<file path="config.mk">
export PLATFORM = sky130hd
export DESIGN_NAME = blocpu_loader
export DESIGN_NICKNAME = d
export VERILOG_FILES = /design/src/rtl/blocpu_loader.sv
export SDC_FILE = /design/constraint.sdc
export NUM_CORES = 1
export LEC_CHECK = 0
export CORE_MARGIN = 3
export CORE_UTILIZATION = 25
export CTS_CLUSTER_SIZE = 30
export DETAILED_ROUTE_END_ITERATION = 16
export HOLD_SLACK_MARGIN = 0.08
export PLACE_DENSITY = 0.41
export SETUP_SLACK_MARGIN = 0.05
export SYNTH_ARGS = -nofsm -noshare
export SYNTH_HDL_FRONTEND = slang
export SYNTH_SLANG_ARGS = --single-unit
</file>
<file path="constraint.sdc">
create_clock -name in_clock -period 2.8 [get_ports in_clock]
set_input_delay 0.7 -clock in_clock [delete_from_list [all_inputs] [get_ports in_clock]]
set_output_delay 0.7 -clock in_clock [all_outputs]
set_load 0.005 [all_outputs]
</file>
<file path="src/rtl/blocpu_loader.sv">
// blocpu_loader: host-side program loader and run controller for the blocpu core.
//
// Receives a program frame as a byte stream (LEN_HI, LEN_LO, then LEN x {HI, LO}).
// Each {HI[3:0], LO} pair is one 12-bit instruction, written into the core's
// instruction memory at consecutive addresses starting from 0. After the last
// word, the loader resets the core, starts it, and waits for it to halt.
//
// Ports:
//   in_clock / in_reset_n       clock (rising edge), asynchronous active-low reset
//   in_byte, in_byte_valid      host byte stream; out_byte_ready is the matching ready
//   in_abort                    host abort request, level-sampled
//   out_core_instruction/address  data and address for the core's programming port
//   out_core_write/reset/run    registered, mutually exclusive strobes to the core
//   in_core_running             core run flag
//   out_busy, out_done          status: not idle / one-cycle normal halt pulse
//   out_error                   sticky error; cleared by the next frame's first byte
//   out_count                   instructions written in the current or last frame
module blocpu_loader #(
   parameter int CPU_WIDTH         = 8,
   parameter int INSTRUCTION_WIDTH = 12,
   parameter int STROBE_CYCLES     = 2
) (
   input  logic                         in_clock,
   input  logic                         in_reset_n,
   input  logic [7:0]                   in_byte,
   input  logic                         in_byte_valid,
   output logic                         out_byte_ready,
   input  logic                         in_abort,
   output logic [INSTRUCTION_WIDTH-1:0] out_core_instruction,
   output logic [2*CPU_WIDTH-1:0]       out_core_address,
   output logic                         out_core_write,
   output logic                         out_core_reset,
   output logic                         out_core_run,
   input  logic                         in_core_running,
   output logic                         out_busy,
   output logic                         out_done,
   output logic                         out_error,
   output logic [15:0]                  out_count
);

   localparam int              ADDR_WIDTH  = 2 * CPU_WIDTH;
   localparam logic [ADDR_WIDTH-1:0] ADDR_ONE = ADDR_WIDTH'(1);
   localparam logic [4:0]      STROBE_LAST = 5'(STROBE_CYCLES - 1);
   localparam logic [4:0]      STROBE_HIGH = 5'(STROBE_CYCLES);
   localparam logic [4:0]      WRITE_LAST  = 5'(STROBE_CYCLES + 1);

   typedef enum logic [3:0] {
      S_IDLE,
      S_LEN_LO,
      S_WORD_HI,
      S_WORD_LO,
      S_WRITE,
      S_RESET_CORE,
      S_ARM,
      S_START,
      S_RUN,
      S_DONE,
      S_ABORT
   } state_t;

   state_t     state_q, state_d;
   logic [4:0] timer_q, timer_d;       // cycles spent in the current state
   logic [7:0] len_hi_q;
   logic [15:0] len_q;
   logic [3:0] word_hi_q;
   logic       write_d, reset_d, run_d;
   logic       abort_req;
   logic       byte_fire;
   logic       write_exit;

   // Abort is ignored when idle or already aborting, and it blocks a same-cycle byte.
   assign abort_req  = in_abort && (state_q != S_IDLE) && (state_q != S_ABORT);
   assign byte_fire  = in_byte_valid && out_byte_ready && !abort_req;
   assign write_exit = (state_q == S_WRITE) && (timer_q == WRITE_LAST) && !abort_req;

   // ---------------------------------------------------------------- state register
   always_ff @(posedge in_clock or negedge in_reset_n) begin
      if (!in_reset_n) begin
         state_q <= S_IDLE;
         timer_q <= '0;
      end else begin
         // NOTE: sequential state uses non-blocking assignments so every flop
         // samples the pre-edge values regardless of statement order.
         state_q <= state_d;
         timer_q <= timer_d;
      end
   end

   // ---------------------------------------------------------------- next state
   always_comb begin
      // NOTE: default first so every path assigns state_d; no latch is inferred.
      state_d = state_q;
      if (abort_req) begin
         state_d = S_ABORT;
      end else begin
         unique case (state_q)
            S_IDLE:       if (byte_fire) state_d = S_LEN_LO;
            S_LEN_LO:     if (byte_fire)
                             state_d = ({len_hi_q, in_byte} == 16'd0) ? S_RESET_CORE : S_WORD_HI;
            S_WORD_HI:    if (byte_fire)
                             state_d = (in_byte[7:4] != 4'd0) ? S_IDLE : S_WORD_LO;
            S_WORD_LO:    if (byte_fire) state_d = S_WRITE;
            S_WRITE:      if (timer_q == WRITE_LAST)
                             state_d = ((out_count + 16'd1) == len_q) ? S_RESET_CORE : S_WORD_HI;
            S_RESET_CORE: if (timer_q == STROBE_LAST) state_d = S_ARM;
            S_ARM:        state_d = S_START;
            S_START:      if (timer_q == STROBE_LAST) state_d = S_RUN;
            S_RUN:        if (!in_core_running) state_d = S_DONE;
            S_DONE:       state_d = S_IDLE;
            S_ABORT:      if (timer_q == STROBE_LAST) state_d = S_IDLE;
            default:      state_d = S_IDLE;
         endcase
      end
      timer_d = (state_d != state_q) ? 5'd0 : timer_q + 5'd1;
   end

   // ---------------------------------------------------------------- outputs
   // Strobe values are computed from the upcoming state/timer and registered, so
   // each strobe is a clean flop output that lines up exactly with its state.
   always_comb begin
      out_byte_ready = (state_q == S_IDLE) || (state_q == S_LEN_LO) ||
                       (state_q == S_WORD_HI) || (state_q == S_WORD_LO);
      out_busy       = (state_q != S_IDLE);
      out_done       = (state_q == S_DONE);
      // Write is high on WRITE cycles 1..STROBE_CYCLES: one setup and one hold cycle.
      write_d        = (state_d == S_WRITE) && (timer_d != 5'd0) && (timer_d <= STROBE_HIGH);
      reset_d        = (state_d == S_RESET_CORE) || (state_d == S_ABORT);
      run_d          = (state_d == S_START);
   end

   always_ff @(posedge in_clock or negedge in_reset_n) begin
      if (!in_reset_n) begin
         out_core_write <= 1'b0;
         out_core_reset <= 1'b0;
         out_core_run   <= 1'b0;
      end else begin
         out_core_write <= write_d;
         out_core_reset <= reset_d;
         out_core_run   <= run_d;
      end
   end

   // ---------------------------------------------------------------- datapath
   always_ff @(posedge in_clock or negedge in_reset_n) begin
      if (!in_reset_n) begin
         len_hi_q             <= '0;
         len_q                <= '0;
         word_hi_q            <= '0;
         out_core_instruction <= '0;
         out_core_address     <= '0;
         out_count            <= '0;
         out_error            <= 1'b0;
      end else begin
         if (byte_fire) begin
            unique case (state_q)
               S_IDLE: begin
                  len_hi_q         <= in_byte;
                  out_error        <= 1'b0;
                  out_count        <= '0;
                  out_core_address <= '0;
               end
               S_LEN_LO:  len_q <= {len_hi_q, in_byte};
               S_WORD_HI: begin
                  word_hi_q <= in_byte[3:0];
                  if (in_byte[7:4] != 4'd0) out_error <= 1'b1;
               end
               S_WORD_LO: out_core_instruction <= INSTRUCTION_WIDTH'({word_hi_q, in_byte});
               default: ;
            endcase
         end
         if (write_exit) begin
            out_core_address <= out_core_address + ADDR_ONE;
            out_count        <= out_count + 16'd1;
         end
         if ((state_q == S_ABORT) && (state_d == S_IDLE)) out_error <= 1'b1;
      end
   end

endmodule

</file>
After elaboration in Yosys (flattened, before gate mapping)
Cells that the tools add are included.
{ "totals": {"reg_bits": 85, "latchBits": 0, "mem_bits_rw": 0, "romBits": 0, "input_bits": 13, "out_inout_bits": 51, "word_cells": 89, "n_memories": 0} }
{ "classes": {"addsub": 3, "multipliers": 0, "div_mod_pow": 0, "order_cmp": 1, "eq_ne": 20, "shift": 0, "n_mux": 23, "bitwise_logic": 0, "reduce_logical": 30} }
{ "op_table": {"columns": ["cell", "count"], "rows": [
  ["$mux 16", 4],
  ["$mux 4", 10],
  ["$pmux 4 s10", 1],
  ["$add 16x1->16 const B", 2],
  ["$eq 4x3->1 const B", 7],
  ["$eq 16x16->1", 1],
  ["$eq 4x4->1 const B", 4],
  ["$logic_not 16->1", 1],
  ["$reduce_and 2->1", 5],
  ["$logic_and 1x1->1", 9],
  ["$eq 4x2->1 const B", 2],
  ["$logic_not 4->1", 2],
  ["$reduce_bool 4->1", 2],
  ["$mux 3", 2],
  ["$reduce_bool 2->1", 3],
  ["$add 5x1->5 const B", 1],
  ["$eq 5x1->1 const B", 1],
  ["$eq 5x2->1 const B", 1],
  ["$le 5x2->1 const B", 1],
  ["$mux 5", 1],
  ["$reduce_bool 5->1", 1],
  ["$eq 4x1->1 const B", 1],
  ["$logic_or 1x1->1", 4],
  ["$ne 4x4->1", 1],
  ["8 further kinds", 10]
]} }

Depth between registers and ports, before layout
{ "logic_depth": {"depth_word": 14, "mapped_depth": 10, "depth_no_buf": 9} }

Worst setup path before layout
OpenSTA, ideal clock, no wires.
{ "synth_path": {"path_kind": "reg2reg", "start": "register out_count[1]", "end": "register out_core_reset", "setup_time_ns": 0.079, "arrival_ns": 2.678, "t_required_ns": 2.721, "slack_ns": 0.043, "path_stages_with_launch": 10, "n_path_buf": 1, "synth_period_minus_slack_ns": 2.757, "cell_sequence": "dfrtp_1 -> ha_1 -> buf_2 -> nand4_1 -> nor3_1 -> mux2i_1 -> o211ai_1 -> or4_4 -> a21oi_2 -> mux2i_1"} }
{ "synth_between": {"elab_chain_cells": 8, "word_cells_on_any_way": 9, "classes_between": "add/sub (1); eq/ne (3); mux (4); reduce/logical (1)"} }
{ "synth_lines": {"columns": ["item", "line_no", "text"], "rows": [
  ["from (decl)", "38", "output logic [15:0] out_count"],
  ["from (signal assigned)", "173", "out_count <= out_count + 16'd1;"],
  ["$add 16x1->16 *", "104", "state_d = ((out_count + 16'd1) == len_q) ? S_RESET_CORE : S_WORD_HI;"],
  ["$eq 16x16->1 *", "104", null],
  ["$mux 3 *", "104", null],
  ["$mux 4 *", "103", "S_WRITE: if (timer_q == WRITE_LAST)"],
  ["$pmux 4 s10 *", "96", "unique case (state_q)"],
  ["$mux 4 *", "93", "if (abort_req) begin"],
  ["$eq 4x3->1 / $eq 4x4->1 (equally long branches)", "127", "reset_d = (state_d == S_RESET_CORE) || (state_d == S_ABORT);"],
  ["$logic_or 1x1->1 *", "127", null],
  ["named net reset_d", "66", "logic write_d, reset_d, run_d;"],
  ["to (signal assigned)", "138", "out_core_reset <= reset_d;"],
  ["to (decl)", "32", "output logic out_core_reset,"]
]} }
The timed path passes the listed nets; every way through them passes the cells marked *.
A chain may end at the register's enable or synchronous reset.

Worst setup path after layout
{ "layout_path": {"start": "input in_byte[2]", "end": "register timer_q[2]"} }
{ "layout_between": {"elab_chain_cells": 7} }
{ "layout_lines": {"columns": ["item", "line_no", "text"], "rows": [
  ["from (decl)", "25", "input logic [7:0] in_byte,"],
  ["$logic_not 16->1", "99", "state_d = ({len_hi_q, in_byte} == 16'd0) ? S_RESET_CORE : S_WORD_HI;"],
  ["$mux 3", "99", null],
  ["$mux 4", "98", "S_LEN_LO: if (byte_fire)"],
  ["$pmux 4 s10", "96", null],
  ["$mux 4", "93", null],
  ["$ne 4x4->1", "114", "timer_d = (state_d != state_q) ? 5'd0 : timer_q + 5'd1;"],
  ["$mux 5", "114", null],
  ["named net timer_d[2]", "62", "logic [4:0] timer_q, timer_d;"],
  ["to (signal assigned)", "85", "timer_q <= timer_d;"],
  ["to (decl)", "62", null]
]} }
The timed path passes the listed nets, and every way through them passes these cells.

==> impl_metrics.py <==
metrics = {
    "yosys": {
        "synth.net_count": 534,
        "synth_top_cell_by_area": "dfrtp_1",
        "synth.avg_cell_area_um2": 9.47,
        "synth_edf_count": 0,
        "ys_types": 65,
        "synth_top_flop_cell": "dfrtp_1",
        "mappedNetlistArea_mm2": 0.00489,
        "ys.warnings.count": 0,
        "synth_top_area_share": 0.435,
        "synth_seq_cells": 85,
        "synth_seq_area_share": 0.435,
        "synth_area_leaders": "dfrtp_1 43%, mux2_2 7.4%, o21ai_0 4.9%, nand2_1 4.9%, nand3_1 2.8%",
        "syn_inst": 517,
        "synthArstFlopShare": 1.00,
    },
    "pwr": {
        "vdd_ir_drop_max_v": 0.000303,
        "swShare": 0.346,
        "power_frac_comb": 0.366,
        "internal_power_w": 0.00309,
        "seq_power_share": 0.381,
        "power.switching_w": 0.00164,
        "clock_power_share": 0.253,
        "finalPower_w": 0.00473,
        "leakage_nw": 2.79,
        "power_per_cell_area_mw_per_mm2": 714,
    },
    "clocking": {
        "cts_tree": "built",
        "clock_sinks": 85,
        "clk_pin_slew_ns": 0.06,
        "clock_latency_ns": 0.35,
        "cts_made_buffers": 9,
        "cts_max_path_buffers": 2,
        "clockRootBuffer": "clkbuf_16",
        "cts-htree-levels": 3,
    },
    "routing": {
        "drc_errors": 0,
        "drt-initial-drc-count": 182,
        "avgRoutedWirePerCell_um": 16.6,
        "drt_first_pass_iters": 5,
        "vias_per_cell": 4.93,
        "final_antenna_net_count": 0,
        "finalWirelength_um": 14800,
        "num_vias": 4410,
    },
    "outcome": {
        "status": "finished clean",
    },
    "cells_and_area": {
        "drive_gt1_frac": 0.233,
        "stdcell_area_mm2": 0.00662,
        "diodes": 0,
        "area_growth_pct": 35.3,
        "nNetsFinal": 647,
        "final_cell_count_no_fill": 894,
        "final_util": 0.349,
    },
    "placement": {
        "port_buffers": 63,
        "dpl_cell_area_mm2": 0.00623,
        "gp_congestion": 0.862,
        "post-place-cells": 877,
        "hpwl_um": 11400,
    },
    "global_route": {
        "grt_max_degree": 42,
        "antenna_found_initial": 0,
        "grt_pass1_vias": 4405,
        "grt.overflow.total": 0,
        "grt_usage": 0.141,
        "grt_pass1_wl_um": 24200,
    },
    "sta": {
        "min_period_ns": 2.69,
        "fin_setup_tns_ns": 0,
        "setup_viol": 0,
        "rsz0062_at_grt": "no",
        "finClkSkew_ns": 0.00944,
        "slew_headroom": 0.537,
        "fmax_mhz": 372,
        "hold_violations": 0,
        "worst_slew_pin_slew_ns": 0.686,
        "timing.final.crit_share": 0.960,
        "slew_viol_final": 0,
    },
    "critical_path": {
        "crit_path_start_kind": "primary input",
        "cp-end-kind": "register",
        "cp.arrival_ns": 2.96,
        "r2r_end": "out_core_reset$_DFF_PN0_",
        "timing.rr.start": "out_count[0]$_DFFE_PN0P_",
        "crit_type": "primary input to register",
        "reg2regPathDepth": 8,
        "reg2reg_slack_ns": 0.18,
        "crit_fanout": 5,
        "required_ns": 3.07,
    },
    "die": {
        "core_area_mm2": 0.0190,
        "die_h_um": 146,
        "start_util": 0.258,
        "dieWidth_um": 146,
        "io_pins": 64,
        "rows": 50,
        "die-area_mm2": 0.0213,
    },
    "worst_hold_path": {
        "min_path_type": "primary input to asynchronous set/reset pin",
    },
    "job": {
        "maxCapViolCount": 0,
    },
}
[Yosys cell counts, types with 3 or more instances]
cell type   n
dfrtp_1    85
nand2_1    64
o21ai_0    48
nor2_1     33
mux2_2     32
nand3_1    27
nor3_1     19
clkbuf_1   15
xnor2_1    13
xor2_1     13
nand4_1    12
and3_1     11
a21oi_1    10
buf_2      10
nor4_1      9
o211ai_1    9
inv_1       7
o31ai_1     7
a31oi_1     6
buf_4       6
or3_1       5
and2_1      4
ha_1        4
mux2i_1     4
nor4b_1     4
o41ai_1     4
nand2b_1    3
nor2b_1     3
o311ai_0    3
[per-layer routing]
layer | global-route usage | wire, um | vias up
met1 | 0.197 | 7200 | 2157
li1 | - | - | 2131
met2 | 0.218 | 6750 | 105
met5 | 0 | 0 | -
met3 | 0.0262 | 668 | 17
met4 | 0.0513 | 224 | 0
[worst max path at each step]
stage | from | end | cells after the start
6_report | in_byte[2] | timer_q[2]$_DFF_PN0_ | 8
5_1_grt | in_byte[2] | timer_q[2]$_DFF_PN0_ | 8
4_1_cts | in_byte[2] | timer_q[4]$_DFF_PN0_ | 8
3_5_place_dp | in_byte[5] | timer_q[1]$_DFF_PN0_ | 8
3_3_place_gp | in_byte[5] | timer_q[3]$_DFF_PN0_ | 8
2_1_floorplan | out_count[1]$_DFFE_PN0P_ | out_core_reset$_DFF_PN0_ | 9
[worst max-delay path, stage by stage]
cell and delay [ns]:
clkdlybuf4s50_1 0.44, nor4_2 0.18, nand4_1 0.21, a22o_1 0.27
or3_4 0.37, or3_4 0.33, o221a_4 0.28, nor3_2 0.17
[layout by cell type (no fill, tap or decap), types with 4 or more instances in the layout]
cell and n:
a21oi_1 10, a31oi_1 6, and2_1 4, and3_1 11, buf_4 72, clkbuf_16 9
clkdlybuf4s50_1 56, dfrtp_1 85, dlygate4sd2_1 5, ha_1 4, inv_1 7, mux2_2 32
mux2i_1 4, nand2_1 64, nand3_1 27, nand4_1 12, nor2_1 32, nor3_1 13
nor3_2 7, nor4_1 8, nor4b_1 4, o211ai_1 9, o21ai_0 47, o31ai_1 7
o41ai_1 4, xnor2_1 13, xor2_1 13
[cells by family after synthesis]
kind of cell,Yosys count,synth area share
simple gates,213,0.229
compound gates,109,0.144
flops,85,0.435
buf+inv,40,0.0381
mux,37,0.0849
xor+xnor,29,0.0590
fa+ha+maj,4,0.0102
[area by class of cell]
type | instances | area [um^2]
Multi-Input combinational cell | 392 | 2680
Timing Repair Buffer | 135 | 1180
Inverter | 7 | 26.3
Clock buffer | 10 | 229
Sequential cell | 85 | 2130
Clock inverter | 5 | 61.3
Fill cell | 1916 | 12300
Tap cell | 260 | 325
[sequential cells by signal, summed over array words and instances (netlist names)]
signal	cells
out_core_reset	1
state_q	4
out_error	1
out_core_write	1
out_core_instruction	12
out_count	16
len_hi_q	8
len_q	16
out_core_run	1
word_hi_q	4
timer_q	5
out_core_address	16
[metrics by stage]
step	hold WS [ns]	setup slack (ns)
6_report	0.334	0.113
5_1_grt	0.391	0.0371
4_1_cts	0.350	0.0522
3_5_place_dp	0.492	-0.561
3_3_place_gp	0.480	-0.457
2_1_floorplan	0.404	0.150
[power groups by stage]
stage               Combinational [W]  Sequential, W  Clock (W)
finish                        0.00173        0.00180    0.00120
detailed placement            0.00164        0.00183          0
global placement              0.00165        0.00183          0
CTS                           0.00169        0.00180    0.00124
global route                  0.00190        0.00184    0.00129
floorplan                    0.000981        0.00169          0
[timing repair]
item	4_1_cts	5_1_grt
gates resized for setup	10	12
setup endpoints to repair	6	6
buffers inserted	2	0
hold buffers	0	0
pin swaps	7	6
Note: power is estimated with default switching activity, not from simulation.
